<file path="config.mk">
export PLATFORM = sky130hd
export DESIGN_NAME = duty_softstart
export DESIGN_NICKNAME = d
export VERILOG_FILES = /design/src/rtl/duty_softstart.sv
export SDC_FILE = /design/constraint.sdc
export NUM_CORES = 1
export LEC_CHECK = 0
export CORE_MARGIN = 2
export CORE_UTILIZATION = 44
export DETAILED_ROUTE_END_ITERATION = 7
export PLACE_DENSITY = 0.59
export SKIP_LAST_GASP = 1
export SYNTH_ARGS = -nofsm -noshare
export SYNTH_HDL_FRONTEND = slang
export SYNTH_SLANG_ARGS = --single-unit
</file>
<file path="constraint.sdc">
create_clock -name clk -period 4.85 [get_ports clk]
set_input_delay 0.97 -clock clk [delete_from_list [all_inputs] [get_ports clk]]
set_output_delay 0.97 -clock clk [all_outputs]
set_load 0.005 [all_outputs]
</file>
<file path="src/rtl/duty_softstart.sv">
// Soft-start duty slew for the half-bridge PWM: steps duty toward a clamped target once per
// update tick derived from clk_int. Optional ramp-down on enable loss via DUTY_RAMP_DOWN_EN.
module duty_softstart #(
    parameter int unsigned D_MAX    = 1000,
    parameter int unsigned STEP     = 4,
    parameter int unsigned TICK_DIV = 1
) (
    input  logic       clk,
    input  logic       rst_n,
    input  logic       ce,
    input  logic       clk_int,
    input  logic       enable,
    input  logic       fault,
    input  logic [9:0] d_target,
    output logic [9:0] d_halfbridge,
    output logic       at_target,
    output logic       fault_latched
);

`ifdef DUTY_RAMP_DOWN_EN
    typedef enum logic [2:0] {StIdle, StRamp, StRun, StRampDn, StFault} state_e;
`else
    typedef enum logic [2:0] {StIdle, StRamp, StRun, StFault} state_e;
`endif

    localparam logic [10:0] DMax    = 11'(D_MAX);
    localparam logic [10:0] StepW   = 11'(STEP);
    localparam logic [3:0]  DivLast = 4'(TICK_DIV - 1);

    state_e      state_q, state_d;
    logic [2:0]  sync_q;
    logic [3:0]  div_q, div_d;
    logic [9:0]  duty_q, duty_d;
    logic [9:0]  tgt_q, tgt_d;
    logic        tick_raw;
    logic        upd;
    logic [10:0] tgt_in;
    logic [10:0] stepped;

    // Move cur toward tgt by at most StepW; the final step snaps exactly onto tgt.
    function automatic logic [10:0] step_toward(input logic [10:0] cur, input logic [10:0] tgt);
        logic [10:0] res;
        if (tgt >= cur) begin
            res = ((tgt - cur) <= StepW) ? tgt : cur + StepW;
        end else begin
            res = ((cur - tgt) <= StepW) ? tgt : cur - StepW;
        end
        return res;
    endfunction

    // sync_q[1] is the synchronised level, sync_q[2] its previous value for edge detect.
    assign tick_raw = sync_q[1] & ~sync_q[2] & ce;
    assign upd      = tick_raw && (div_q == DivLast);

    always_comb begin
        div_d = div_q;
        if (tick_raw) begin
            div_d = upd ? 4'd0 : 4'(div_q + 4'd1);
        end
    end

    assign tgt_in  = ({1'b0, d_target} > DMax) ? DMax : {1'b0, d_target};
    assign stepped = step_toward({1'b0, duty_q}, tgt_in);

`ifdef DUTY_RAMP_DOWN_EN
    logic [9:0] duty_dn;
    assign duty_dn = ({1'b0, duty_q} <= StepW) ? 10'd0 : duty_q - StepW[9:0];
`endif

    always_comb begin
        state_d = state_q;
        duty_d  = duty_q;
        tgt_d   = tgt_q;
        // Fault wins over everything, including ce and a coincident update.
        if (fault) begin
            state_d = StFault;
            duty_d  = 10'd0;
        end else if (ce) begin
            unique case (state_q)
                StIdle: begin
                    duty_d = 10'd0;
                    if (upd && enable) begin
                        tgt_d   = tgt_in[9:0];
                        duty_d  = stepped[9:0];
                        state_d = (stepped == tgt_in) ? StRun : StRamp;
                    end
                end
                StRamp, StRun: begin
                    if (!enable) begin
`ifdef DUTY_RAMP_DOWN_EN
                        state_d = StRampDn;
                        if (upd) begin
                            duty_d = duty_dn;
                            if (duty_dn == 10'd0) state_d = StIdle;
                        end
`else
                        state_d = StIdle;
                        duty_d  = 10'd0;
`endif
                    end else if (upd) begin
                        tgt_d  = tgt_in[9:0];
                        duty_d = stepped[9:0];
                        if (state_q == StRamp && stepped == tgt_in) state_d = StRun;
                    end
                end
`ifdef DUTY_RAMP_DOWN_EN
                StRampDn: begin
                    if (enable) begin
                        // Resume ramping from the current duty, no jump.
                        state_d = StRamp;
                        if (upd) begin
                            tgt_d   = tgt_in[9:0];
                            duty_d  = stepped[9:0];
                            state_d = (stepped == tgt_in) ? StRun : StRamp;
                        end
                    end else if (duty_q == 10'd0) begin
                        state_d = StIdle;
                    end else if (upd) begin
                        duty_d = duty_dn;
                        if (duty_dn == 10'd0) state_d = StIdle;
                    end
                end
`endif
                StFault: begin
                    duty_d = 10'd0;
                    if (!enable) state_d = StIdle;
                end
                default: begin
                    state_d = StIdle;
                    duty_d  = 10'd0;
                end
            endcase
        end
    end

    always_ff @(posedge clk or negedge rst_n) begin
        if (!rst_n) begin
            state_q <= StIdle;
            sync_q  <= 3'd0;
            div_q   <= 4'd0;
            duty_q  <= 10'd0;
            tgt_q   <= 10'd0;
        end else begin
            state_q <= state_d;
            // Synchroniser runs regardless of ce so an edge seen while ce=0 is lost.
            sync_q  <= {sync_q[1:0], clk_int};
            div_q   <= div_d;
            duty_q  <= duty_d;
            tgt_q   <= tgt_d;
        end
    end

    assign d_halfbridge  = duty_q;
    assign at_target     = (state_q == StRun) && (duty_q == tgt_q);
    assign fault_latched = (state_q == StFault);

endmodule

</file>
======== Yosys cells after proc, flatten, opt, wreduce, memory -nomap -nowiden ========
Index checks and enable logic that the tools add are counted.
storage, ports and cells
  flip-flop bits (word level) ............. 30
  logic and storage cells ................. 66
  output and inout bits ................... 12
  input port bits ......................... 16
cells by class
  bitwise logic cells ..................... 4
  reductions and logical operators ........ 12
  add/subtract/negate cells ............... 5
  eq/ne operators ......................... 12
  muxes and demuxes ....................... 24
  order comparisons ....................... 4
operators with widths
  cell                     count
  $mux W10                 9
  $pmux W10 S2             2
  $mux W11                 3
  $le A11 B3 Y1 const B    2
  $sub A10 B10 Y11         2
  $mux W3                  7
  $add A10 B3 Y11 const B  1
  $eq A11 B10 Y1           1
  $sub A10 B3 Y11 const B  1
  $eq A10 B10 Y1           1
  $ge A10 B10 Y1           1
  $gt A10 B10 Y1 const B   1
  $pmux W3 S3              1
  $ne A4 B4 Y1 const B     2
  $eq A3 B2 Y1 const B     2
  $ne A2 B2 Y1 const B     3
  $ne A3 B3 Y1 const B     2
  $reduce_and A6 Y1        1
  $reduce_and A5 Y1        1
  $add A4 B1 Y4 const B    1
  $logic_and A1 B1 Y1      4
  $logic_not A4 Y1         1
  $mux W4                  1
  $reduce_bool A2 Y1       2
  other kinds (7)          9

======== Logic depth before layout (Yosys ltp) ========
Gate-level depths: netlist of run 1.
  depth after elaboration ................. 14
  gate-level depth with buffers ........... 17
  depth with buffers taken out ............ 15

======== Least setup slack after synthesis of run 1 ========
OpenSTA, ideal clock, no wires.
  path type ............................... input port to flip-flop
  start point ............................. input d_target[9]
  end point ............................... register state_q[0]
  data arrival time ....................... 4381 ps
  path slack .............................. 344 ps
  buffers on the path ..................... 3
  data required time ...................... 4725 ps
  stages on the path ...................... 17
  cells stage by stage .................... buf_4 > and3_4 > nand2_1 > clkbuf_1 > nand2_1 > ha_1 > buf_4 > nor2b_1 > and2_1 > or4_1 > a221oi_2 > nand4_1 > nor2_4 > o32ai_1 > a211oi_2 > o221ai_2 > mux2_4
between the ends
  cells in the longest elaborated chain, start to end .. 12
  elaborated cells between the ends (all ways) .. 19
  those cells by class .................... 2 x add/sub; 4 x order compare; 2 x eq/ne; 9 x mux; 2 x reduce/logical
ends and longest elaborated chain
  item                                        line     RTL
  start, declared                             14       input logic [9:0] d_target,
  $gt A10 B10 Y1                              62       assign tgt_in = ({1'b0, d_target} > DMax) ? DMax : {1'b0, d_target};
  $mux W10 *                                  62
  $sub A10 B10 Y11, on equally long branches  46, 44
  $le A11 B3 Y1, on equally long branches     46, 44
  $mux W11, on equally long branches          46, 44
  $mux W11                                    43       if (tgt >= cur) begin
  $eq A11 B10 Y1 *                            85, 103
  $mux W2                                     85       state_d = (stepped == tgt_in) ? StRun : StRamp;
  $mux W3                                     82       if (upd && enable) begin
  $pmux W3 S3                                 79       unique case (state_q)
  $mux W3                                     78       end else if (ce) begin
  $mux W3                                     75       if (fault) begin
  end signal, assigned                        138      state_q <= StIdle;
  end signal, assigned                        144      state_q <= state_d;
  end, declared                               30       state_e state_q, state_d;
Mark *: on every way between the ends. The rest lies on a longest branch, timed or not. The select of a mux whose other input is x is not followed.
A chain may end at the register's enable or synchronous reset.

======== Final worst setup path of run 1 ========
  start point ............................. input d_target[5]
  end point ............................... register duty_q[4] (netlist: d_halfbridge[4])
between the ends
  cells in the longest elaborated chain, start to end .. 11
  elaborated cells between the ends (all ways) .. 16
  those cells by class .................... 2 x add/sub; 4 x order compare; 10 x mux
ends and longest elaborated chain
  item                                        line    RTL
  $gt A10 B10 Y1 *                            62
  $mux W10 *                                  62
  named net tgt_in[4]                         37      logic [10:0] tgt_in;
  $sub A10 B10 Y11, on equally long branches  46, 44
  $le A11 B3 Y1, on equally long branches     46, 44
  $mux W11, on equally long branches          46, 44
  $mux W11 *                                  43
  $mux W10                                    100     end else if (upd) begin
  $mux W10                                    89      if (!enable) begin
  $pmux W10 S2 *                              79
  $mux W10 *                                  78
  $mux W10 *                                  75
  end signal, assigned                        148     duty_q <= duty_d;
  end, declared                               33      logic [9:0] duty_q, duty_d;
The timed path passes the listed nets; every way through them passes the cells marked *. The select of a mux whose other input is x is not followed.

==> results of run 1 <==
[worst max-delay path: cells and delay by family]
kind / cells / cell delay (ns)
compound gates: 6 / 1.56
fa+ha+maj: 1 / 0.39
buf+inv: 4 / 0.98
simple gates: 5 / 0.79
xor+xnor: 1 / 0.16
[synthesized netlist by cell type (all sizes together) (2+ instances only)]
cell type / n
a211oi: 8
and3b: 2
a2bb2oi: 2
ha: 24
a21o: 7
o221a: 2
o21ai: 25
a32o: 2
nor3: 9
nand3b: 4
nand2: 38
nor4: 5
and3: 5
nand4: 10
buf: 12
o221ai: 5
nor2b: 4
o32a: 2
and2: 5
a221oi: 10
o211ai: 4
a21oi: 23
or3: 2
clkbuf: 13
nand3: 21
o211a: 3
inv: 26
o21bai: 3
o31ai: 3
nor2: 25
mux2i: 3
dfrtp: 29
mux2: 8
o2bb2ai: 2
nand2b: 7
a22oi: 4
o2111ai: 2
a31oi: 2
xnor2: 41
[area by class of cell]
| class | instances | area (µm²) |
|---|---|---|
| tap | 102 | 127.6 |
| sequential | 29 | 725.7 |
| multi-input combinational | 340 | 2446 |
| inverter | 27 | 101.3 |
| timing repair buffer | 70 | 593.1 |
| clock buffer | 7 | 86.33 |
| fill | 733 | 3527 |
[worst paths after layout]
path	startpoint	endpoint	slack [ns]	cells past startpoint
worst min register to register	sync_q[0]	sync_q[1]	0.37	0
worst max-delay path	d_target[5]	d_halfbridge[4]	0.19	17
worst min-delay path	sync_q[0]	sync_q[1]	0.37	0
min in group asynchronous	rst_n	tgt_q[8]	1.07	2
max in group asynchronous	rst_n	tgt_q[0]	3.50	2
worst max register to register	d_halfbridge[4]	d_halfbridge[4]	1.00	13
[layout by cell type (no fill, tap or decap), types with 5 or more instances in the layout]
cell	netlist	routed
a211oi_1	7	7
a21o_1	7	7
a21oi_1	23	23
a221oi_1	9	8
and2_1	5	5
buf_4	7	43
clkbuf_8	0	6
clkdlybuf4s50_1	0	27
dfrtp_1	29	29
ha_1	24	24
inv_1	26	26
mux2_2	7	7
nand2_1	38	38
nand2b_1	7	7
nand3_1	21	21
nand4_1	10	10
nor2_1	24	24
nor3_1	9	9
o21ai_0	21	21
xnor2_1	41	41
[cell families after synthesis]
family	count (synthesis)
buffers and inverters	53
flip-flops	29
adder cells (fa/ha/maj)	24
AND/OR/NAND/NOR	144
XOR/XNOR	42
multiplexers	11
AO/OA/AOI/OAI	119
[power by group through the flow]
stage | combinational [mW] | sequential, mW | clock (mW)
floorplan | 0.307 | 0.355 | 0
global placement | 0.420 | 0.363 | 0
global route | 0.475 | 0.372 | 0.214
CTS | 0.430 | 0.363 | 0.205
detailed placement | 0.428 | 0.365 | 0
finish | 0.432 | 0.363 | 0.197
[through the flow]
| step | cells | instance area [µm²] | total power [mW] | utilization, % | worst slack (ns) |
|---|---|---|---|---|---|
| 6_report | 575 | 4080 | 0.9913 | 53.63 | 0.1881 |
| 5_1_grt | 575 | 4080 | 1.061 | 53.63 | -0.04203 |
| 4_1_cts | 575 | 4061 | 0.9979 | 53.39 | 0.2020 |
| 3_5_place_dp | 568 | 3975 | 0.7930 | 52.25 | -0.07320 |
| 3_3_place_gp | 568 | 3975 | 0.7829 | 52.25 | 0.02546 |
| 2_1_floorplan | 422 | 3397 | 0.6617 | - | 0.3437 |
[flip-flops by register name (all words and copies together) (netlist names)]
name / cells
sync_q: 3
d_halfbridge: 10
tgt_q: 10
state_q: 2
div_q: 4
[repair_timing]
item | in CTS | in global routing
endpoints found under the setup margin | 0 | 2
resized for setup | 0 | 3
setup buffers | 0 | 0
[per-layer routing]
layer,GRT usage (%),part of all wire (%),vias up
li1,-,-,1644
met1,29.49,45,1616
met2,40.56,50,93
met3,1.890,3.0,26
met4,8.085,2.8,0
met5,0,0,-
==> qor.txt, run 1 <==
Outcome: finished clean
Die height: 91.87 µm
Layout area overhead: 20.11%
Flop and latch count out of synthesis: 29
Synth Area in Simple Gates: 22.14%
P per Cell Area: 243.0 nW/µm²
Leak: 1.731 nW
Worst path slowest cell: clkdlybuf4s50_1
Final Cycle Share: 96.12%
First-pass GRT wire length: 15,700 µm
Synth top area cells: dfrtp_1 21%, xnor2_1 11%, ha_1 8.8%
Die W: 91.87 µm
Pre-antenna DRT Iters: 5
Std cell rows: 32
CTS sink count: 29
Critical path class: in2reg
Routed via count: 3,379
WP data arrival: 4.86 ns
N_diodes: 0
WP data required: 5.05 ns
Core area: 7607 µm²
Number of I/O pins: 28
Xor/xnor share of the synthesized area: 10.83%
Critical path, cell by cell: clkdlybuf4s50_1 > and3_4 > nand2_1 > nand2_1 > inv_1 > ha_1 > and3_1 > a211o_1 > a21boi_1 > xnor2_1 > nor4_2 > buf_4 > buf_4 > a21oi_1 > o221ai_1 > o21bai_1 > o2bb2ai_1
Root Buffer: clkbuf_8
Synth unique cells: 72
Asr flop ratio synth: 100.0%
GRT Total Usage: 23.01%
Number of enable-type register cells in the synthesized netlist: 0
Maxcap violations: 0
Worst-Margin Slew: 1.010 ns
CTS tree: built
Post-synthesis sequential area ratio: 21.36%
Hold_buf cts: 0
Grt total ovfl: 0
Sw Share: 36.04%
I/O Buffers: 27
Clock transition at path regs: 0.06 ns
# nets final: 513
Die Area: 8439 µm²
Cell Int Power: 0.6341 mW
Post-DP HPWL: 7828 µm
Post-synthesis adder-cell area fraction: 8.840%
Per-cell routed wire length: 17.24 µm
Logic pwr share: 43.6%
Cells after Synth: 422
Fin crit period: 4.662 ns
Synth Flop Type: dfrtp_1
Post-route ant nets: 0
Synth area leader: dfrtp_1
GPL Wtd Cong: 0.9377
Post-synthesis cell area: 3397 µm²
Slew HR: 32.69%
Synthesized Nets: 462
Vias in the first global route: 3,195
Critical path launch point type: input port
RSZ-0062 raised after global routing: yes
Final hold violations: 0
Kind of end point of the critical path: register
VDD IR-drop max: 0.2356 mV
Clock Path Buffers: 2
Vias per cell: 5.877
Final WL: 9912 µm
Clock latency on the worst-skew pair: 0.27 ns
H-tree Lvls: 2
Setup-failing EPs final: 0
Worst Skew: 0.005990 ns
Sequential fraction of design power: 36.6%
Pin count of the biggest net entering global routing: 30
Fmax: 214.5 MHz
HP Class: reg2reg
Layout cells sized above 1: 15.22%
# DRC: 0
Initial antenna violation count: 0
Mux contribution to synthesized area: 3.646%
Yosys warns: 0
CTS Buf Count: 5
Setup TNS: 0 ns
Switching power: 0.3572 mW
CP Max Fanout: 6
Iteration-0 DRC Markers: 204
Compound-Gate Fraction of Synth Area: 26.00%
Max Slew Vio Count: 0
Largest stage delay on the critical path: 0.60 ns
Fin Hold WS: 0.3712 ns
Initial Util: 44.65%
Synth top area share: 21.36%
Clock power frac: 19.8%
Mapped Avg Cell Area: 8.050 µm²
Largest family of logic cells by synthesized area: compound AO/OA/AOI/OAI gates
(Power assumes the default switching activity.)
==> run 2: changes to the inputs <==
- PLACE_DENSITY: 0.59 -> unset
==> run 2 against run 1 <==
Clock skew decreased by 0.0022 ns. Highest routed layer unchanged. Sequential power about the same. Cell count increased by 1.4%. Combinational power increased by 3%. Final area increased by 3.0%. Clock power increased by 31%. Worst hold slack got worse by 0.017 ns. Register-to-register slack got worse by 0.06 ns. Maximum frequency increased by 0.64%.
==> qor.txt, run 2 (synthesis results as in run 1) <==
Outcome: finished clean
Met2 WL: 4921 µm
Worst Skew: 0.003829 ns
Number of I/O pins: 28
Hold Path End: sync_q[1]
Pre-antenna DRT Iters: 4
WP data required: 5.01 ns
CP Max Fanout: 6
Met1 WL: 4613 µm
Pin count of the biggest net entering global routing: 30
Final hold violations: 0
Crit Reg-Reg Startpoint: d_halfbridge[4]
Max Slew Vio Count: 0
Post-DP HPWL: 8029 µm
Die height: 91.87 µm
Commonest cells after routing, fill and taps aside: 49 x buf_4, 41 x xnor2_1, 38 x nand2_1
Reg2reg path depth: 12
Maxcap violations: 0
Clock transition at path regs: 0.06 ns
Met3 Wirelength: 321 µm
Die W: 91.87 µm
Max Used Layer: met4
Per-cell routed wire length: 17.40 µm
Final Core Density: 55.23%
First-pass GRT wire length: 16,420 µm
Layout area overhead: 23.68%
Layout cells sized above 1: 17.05%
Hold Path Depth: 0
Clock Path Buffers: 2
CTS sink count: 29
Grt total ovfl: 0
Critical path launch point type: input port
HP Class: reg2reg
Iteration-0 DRC Markers: 216
# nets final: 520
Clock latency on the worst-skew pair: 0.28 ns
H-tree Lvls: 2
Std cell rows: 32
GPL Wtd Cong: 0.9663
# DRC: 0
Post-route ant nets: 0
P per Cell Area: 253.7 nW/µm²
WP data arrival: 4.79 ns
Setup-failing EPs final: 0
N_diodes: 0
Routed via count: 3,433
Initial antenna violation count: 0
CTS tree: built
GRT Total Usage: 24.18%
Root Buffer: clkbuf_8
Commonest non-fill, non-tap cell in the layout: buf_4
Kind of end point of the critical path: register
Initial Util: 44.65%
Leak: 1.792 nW
Vias in the first global route: 3,252
Internal reg-to-reg setup slack: 0.94 ns
PnR Total Power: 1.066 mW
Fmax: 215.9 MHz
Critical path class: in2reg
Worst-Margin Slew: 0.9690 ns
Slew HR: 35.40%
CTS Buf Count: 5
HP Start: sync_q[0]
VDD IR-drop max: 0.2896 mV
Reg2reg end: state_q[0]
Die Area: 8439 µm²
Final Cycle Share: 95.51%
Fin crit period: 4.632 ns
Final WL: 10,150 µm
I/O Buffers: 27
Vias per cell: 5.889
Core area: 7607 µm²
==> run 2: area by class of cell <==
cell class                 instances  area, µm²
clock buffer                       7      86.33
clock inverter                     1      30.03
fill                             710       3406
inverter                          27      101.3
multi-input combinational        340       2470
sequential                        29      725.7
tap                              102      127.6
timing repair buffer              77      660.6
==> run 2: worst max path at each step <==
stage                      startpoint              end  slack [ns]  cells after the start
after floorplan           d_target[9]       state_q[0]        0.34                     17
after global placement    d_target[5]  d_halfbridge[4]       -0.06                     18
after detailed placement  d_target[5]       state_q[0]       -0.12                     17
after CTS                 d_target[5]       state_q[0]        0.15                     17
after global routing      d_target[3]       state_q[0]       -0.04                     18
final                     d_target[4]       state_q[0]        0.22                     16
==> run 2: report_power, final <==
| part | leakage (nW) | total [mW] | switching [mW] | internal, mW |
|---|---|---|---|---|
| Sequential | 0.367 | 0.361 | 0.0509 | 0.310 |
| Combinational | 1.37 | 0.446 | 0.230 | 0.217 |
| Clock | 0.0585 | 0.259 | 0.0913 | 0.167 |
==> run 2: critical path: stages <==
cell and delay, ns:
clkdlybuf4s50_1 0.50, o211a_4 0.29, nand2_1 0.14, nand2_1 0.11, ha_1 0.38, buf_4 0.18
a221oi_1 0.31, o21ai_0 0.16, o21ai_1 0.19, o32a_1 0.22, nand4_1 0.16, nor2_4 0.23
o32ai_2 0.14, a211oi_4 0.32, o221ai_2 0.15, mux2_4 0.31
==> run 2: layer usage <==
layer	up-vias	global-route usage, %
met2	101	41.12
li1	1660	-
met5	-	0
met4	0	9.950
met3	23	1.479
met1	1649	31.98
==> run 2: what timing repair did <==
action,CTS,global route
hold buffers,0,0
setup buffers,0,2
resized for setup,0,8
endpoints found under the setup margin,0,12
==> run 2: through the flow <==
| stage | hold slack, ns | cell area (µm²) | setup TNS [ns] | worst slack [ns] | std cells |
|---|---|---|---|---|---|
| after floorplan | 0.3312 | 3397 | 0 | 0.3437 | 422 |
| after CTS | 0.3548 | 4141 | 0 | 0.1513 | 581 |
| after global routing | 0.3672 | 4202 | -0.04065 | -0.04065 | 583 |
| final | 0.3539 | 4202 | 0 | 0.2177 | 583 |
| after detailed placement | 0.3397 | 4025 | -0.3185 | -0.1184 | 573 |
| after global placement | 0.3364 | 4025 | -0.1041 | -0.05761 | 573 |
==> run 3: changes to the inputs <==
- CORE_UTILIZATION: 44 -> 45
==> run 3 against run 2 <==
Maximum frequency shrank 0.10%. Flip-flop and latch count is the same. Routed wire length shrank 0.78%.
==> qor.txt, run 3 (synthesis results as in run 1) <==
Die W: 90.89 µm
Post-DP HPWL: 7963 µm
Iteration-0 DRC Markers: 186
Critical path, cell by cell: clkdlybuf4s50_1 > o211a_4 > nand2_2 > nand2_1 > inv_1 > ha_1 > a221oi_1 > nor3_1 > o31ai_1 > mux2_2 > nand4_1 > nor2_4 > o32ai_1 > a211oi_4 > buf_4 > a311oi_1 > a22oi_1
Final WL: 10,070 µm
WP data arrival: 4.77 ns
Post-route ant nets: 0
I/O Buffers: 27
Worst path slowest cell: clkdlybuf4s50_1
Vias per cell: 5.808
Pre-antenna DRT Iters: 4
Crit Reg-Reg Startpoint: d_halfbridge[5]
Dpl cells: 569
# DRC: 0
Worst Skew: 0.005669 ns
Leak: 1.763 nW
Post-route setup slack: 0.2130 ns
Internal reg-to-reg setup slack: 1.00 ns
Outcome: finished clean
# nets final: 518
WP data required: 4.99 ns
PnR Total Power: 1.011 mW
Reg2reg end: state_q[1]
Critical path launch point type: input port
N_diodes: 0
Number of I/O pins: 28
HP Class: reg2reg
Vias in the first global route: 3,362
Routed via count: 3,357
Grt total ovfl: 0
Post-Layout Cell Count: 578
Std cell rows: 31
Reg2reg path depth: 13
Layout cells sized above 1: 16.70%
Initial antenna violation count: 0
Crit path max-delay family: compound AO/OA/AOI/OAI gates
Final Cycle Share: 95.61%
Root Buffer: clkbuf_8
Initial Util: 46.59%
P per Cell Area: 244.0 nW/µm²
H-tree Lvls: 2
Die Area: 8260 µm²
Clock transition at path regs: 0.06 ns
Commonest non-fill, non-tap cell in the layout: buf_4
Layout area overhead: 21.92%
Max Slew Vio Count: 0
Critical path class: in2reg
Setup-failing EPs final: 0
WP buf/inv: 3
Crit path capture: state_q[1]
CTS sink count: 29
FF+latch area: 725.7 µm²
Final hold violations: 0
CP Max Fanout: 6
Pin count of the biggest net entering global routing: 30
Die height: 90.89 µm
Largest stage delay on the critical path: 0.60 ns
Core area: 7292 µm²
Worst-Margin Slew: 0.8312 ns
Per-cell routed wire length: 17.42 µm
CTS Buf Count: 5
Final Core Density: 56.79%
Kind of end point of the critical path: register
Levels on crit path: 17
Area of the multi-input gates: 2459 µm²
Slew HR: 44.59%
Maxcap violations: 0
Fill count: 708
Post-place setup slack: -0.1142 ns
Fin crit period: 4.637 ns
VDD IR-drop max: 0.2944 mV
Clock latency on the worst-skew pair: 0.28 ns
Clock Path Buffers: 2
Fmax: 215.7 MHz
Post-DP Area: 4001 µm²
Commonest cells after routing, fill and taps aside: 48 x buf_4, 41 x xnor2_1, 37 x nand2_1
First-pass GRT wire length: 16,390 µm
CTS tree: built
GRT Total Usage: 24.51%
GPL Wtd Cong: 0.9242
Final instance area: 4141 µm²
RSZ-0062 raised after global routing: yes
Beginning of the critical path: d_target[7]
[run 3: layout make-up]
| class | count | share of cell area (%) |
|---|---|---|
| multi-input combinational | 340 | 59.37 |
| clock inverter | 1 | 0.1208 |
| clock buffer | 7 | 2.326 |
| sequential | 29 | 17.52 |
| timing repair buffer | 75 | 15.23 |
| tap | 99 | 2.991 |
| inverter | 27 | 2.447 |
[run 3: per-layer routing]
layer | wire [µm] | vias to the layer above | global-route usage (%)
met5 | 0 | - | 0
met4 | 212 | 0 | 8.081
met3 | 343 | 14 | 2.087
met2 | 4966 | 80 | 42.85
met1 | 4544 | 1607 | 31.85
li1 | - | 1656 | -
[run 3: power breakdown]
| group | internal, mW | leakage, nW | switching (mW) | total [mW] |
|---|---|---|---|---|
| clock | 0.128 | 0.0542 | 0.0857 | 0.214 |
| combinational | 0.215 | 1.34 | 0.221 | 0.435 |
| sequential | 0.310 | 0.367 | 0.0515 | 0.362 |
[run 3: worst min path at each step]
stage / startpoint / endpoint / slack, ns / cells past startpoint
2_1_floorplan: sync_q[0] / sync_q[1] / 0.33 / 0
3_3_place_gp: sync_q[0] / sync_q[1] / 0.34 / 0
3_5_place_dp: sync_q[0] / sync_q[1] / 0.35 / 0
4_1_cts: sync_q[0] / sync_q[1] / 0.36 / 0
5_1_grt: sync_q[0] / sync_q[1] / 0.36 / 0
6_report: sync_q[0] / sync_q[1] / 0.35 / 0
[run 3: through the flow]
step / setup TNS (ns) / hold slack, ns
floorplan: 0 / 0.3312
global placement: -0.01242 / 0.3449
detailed placement: -0.1679 / 0.3496
CTS: 0 / 0.3574
global route: -0.03565 / 0.3590
finish: 0 / 0.3518
[run 3: repair_timing]
action,in CTS,in global routing
buffers inserted,0,1
hold buffers,0,0
endpoints found under the setup margin,0,12
gates resized for setup,0,6
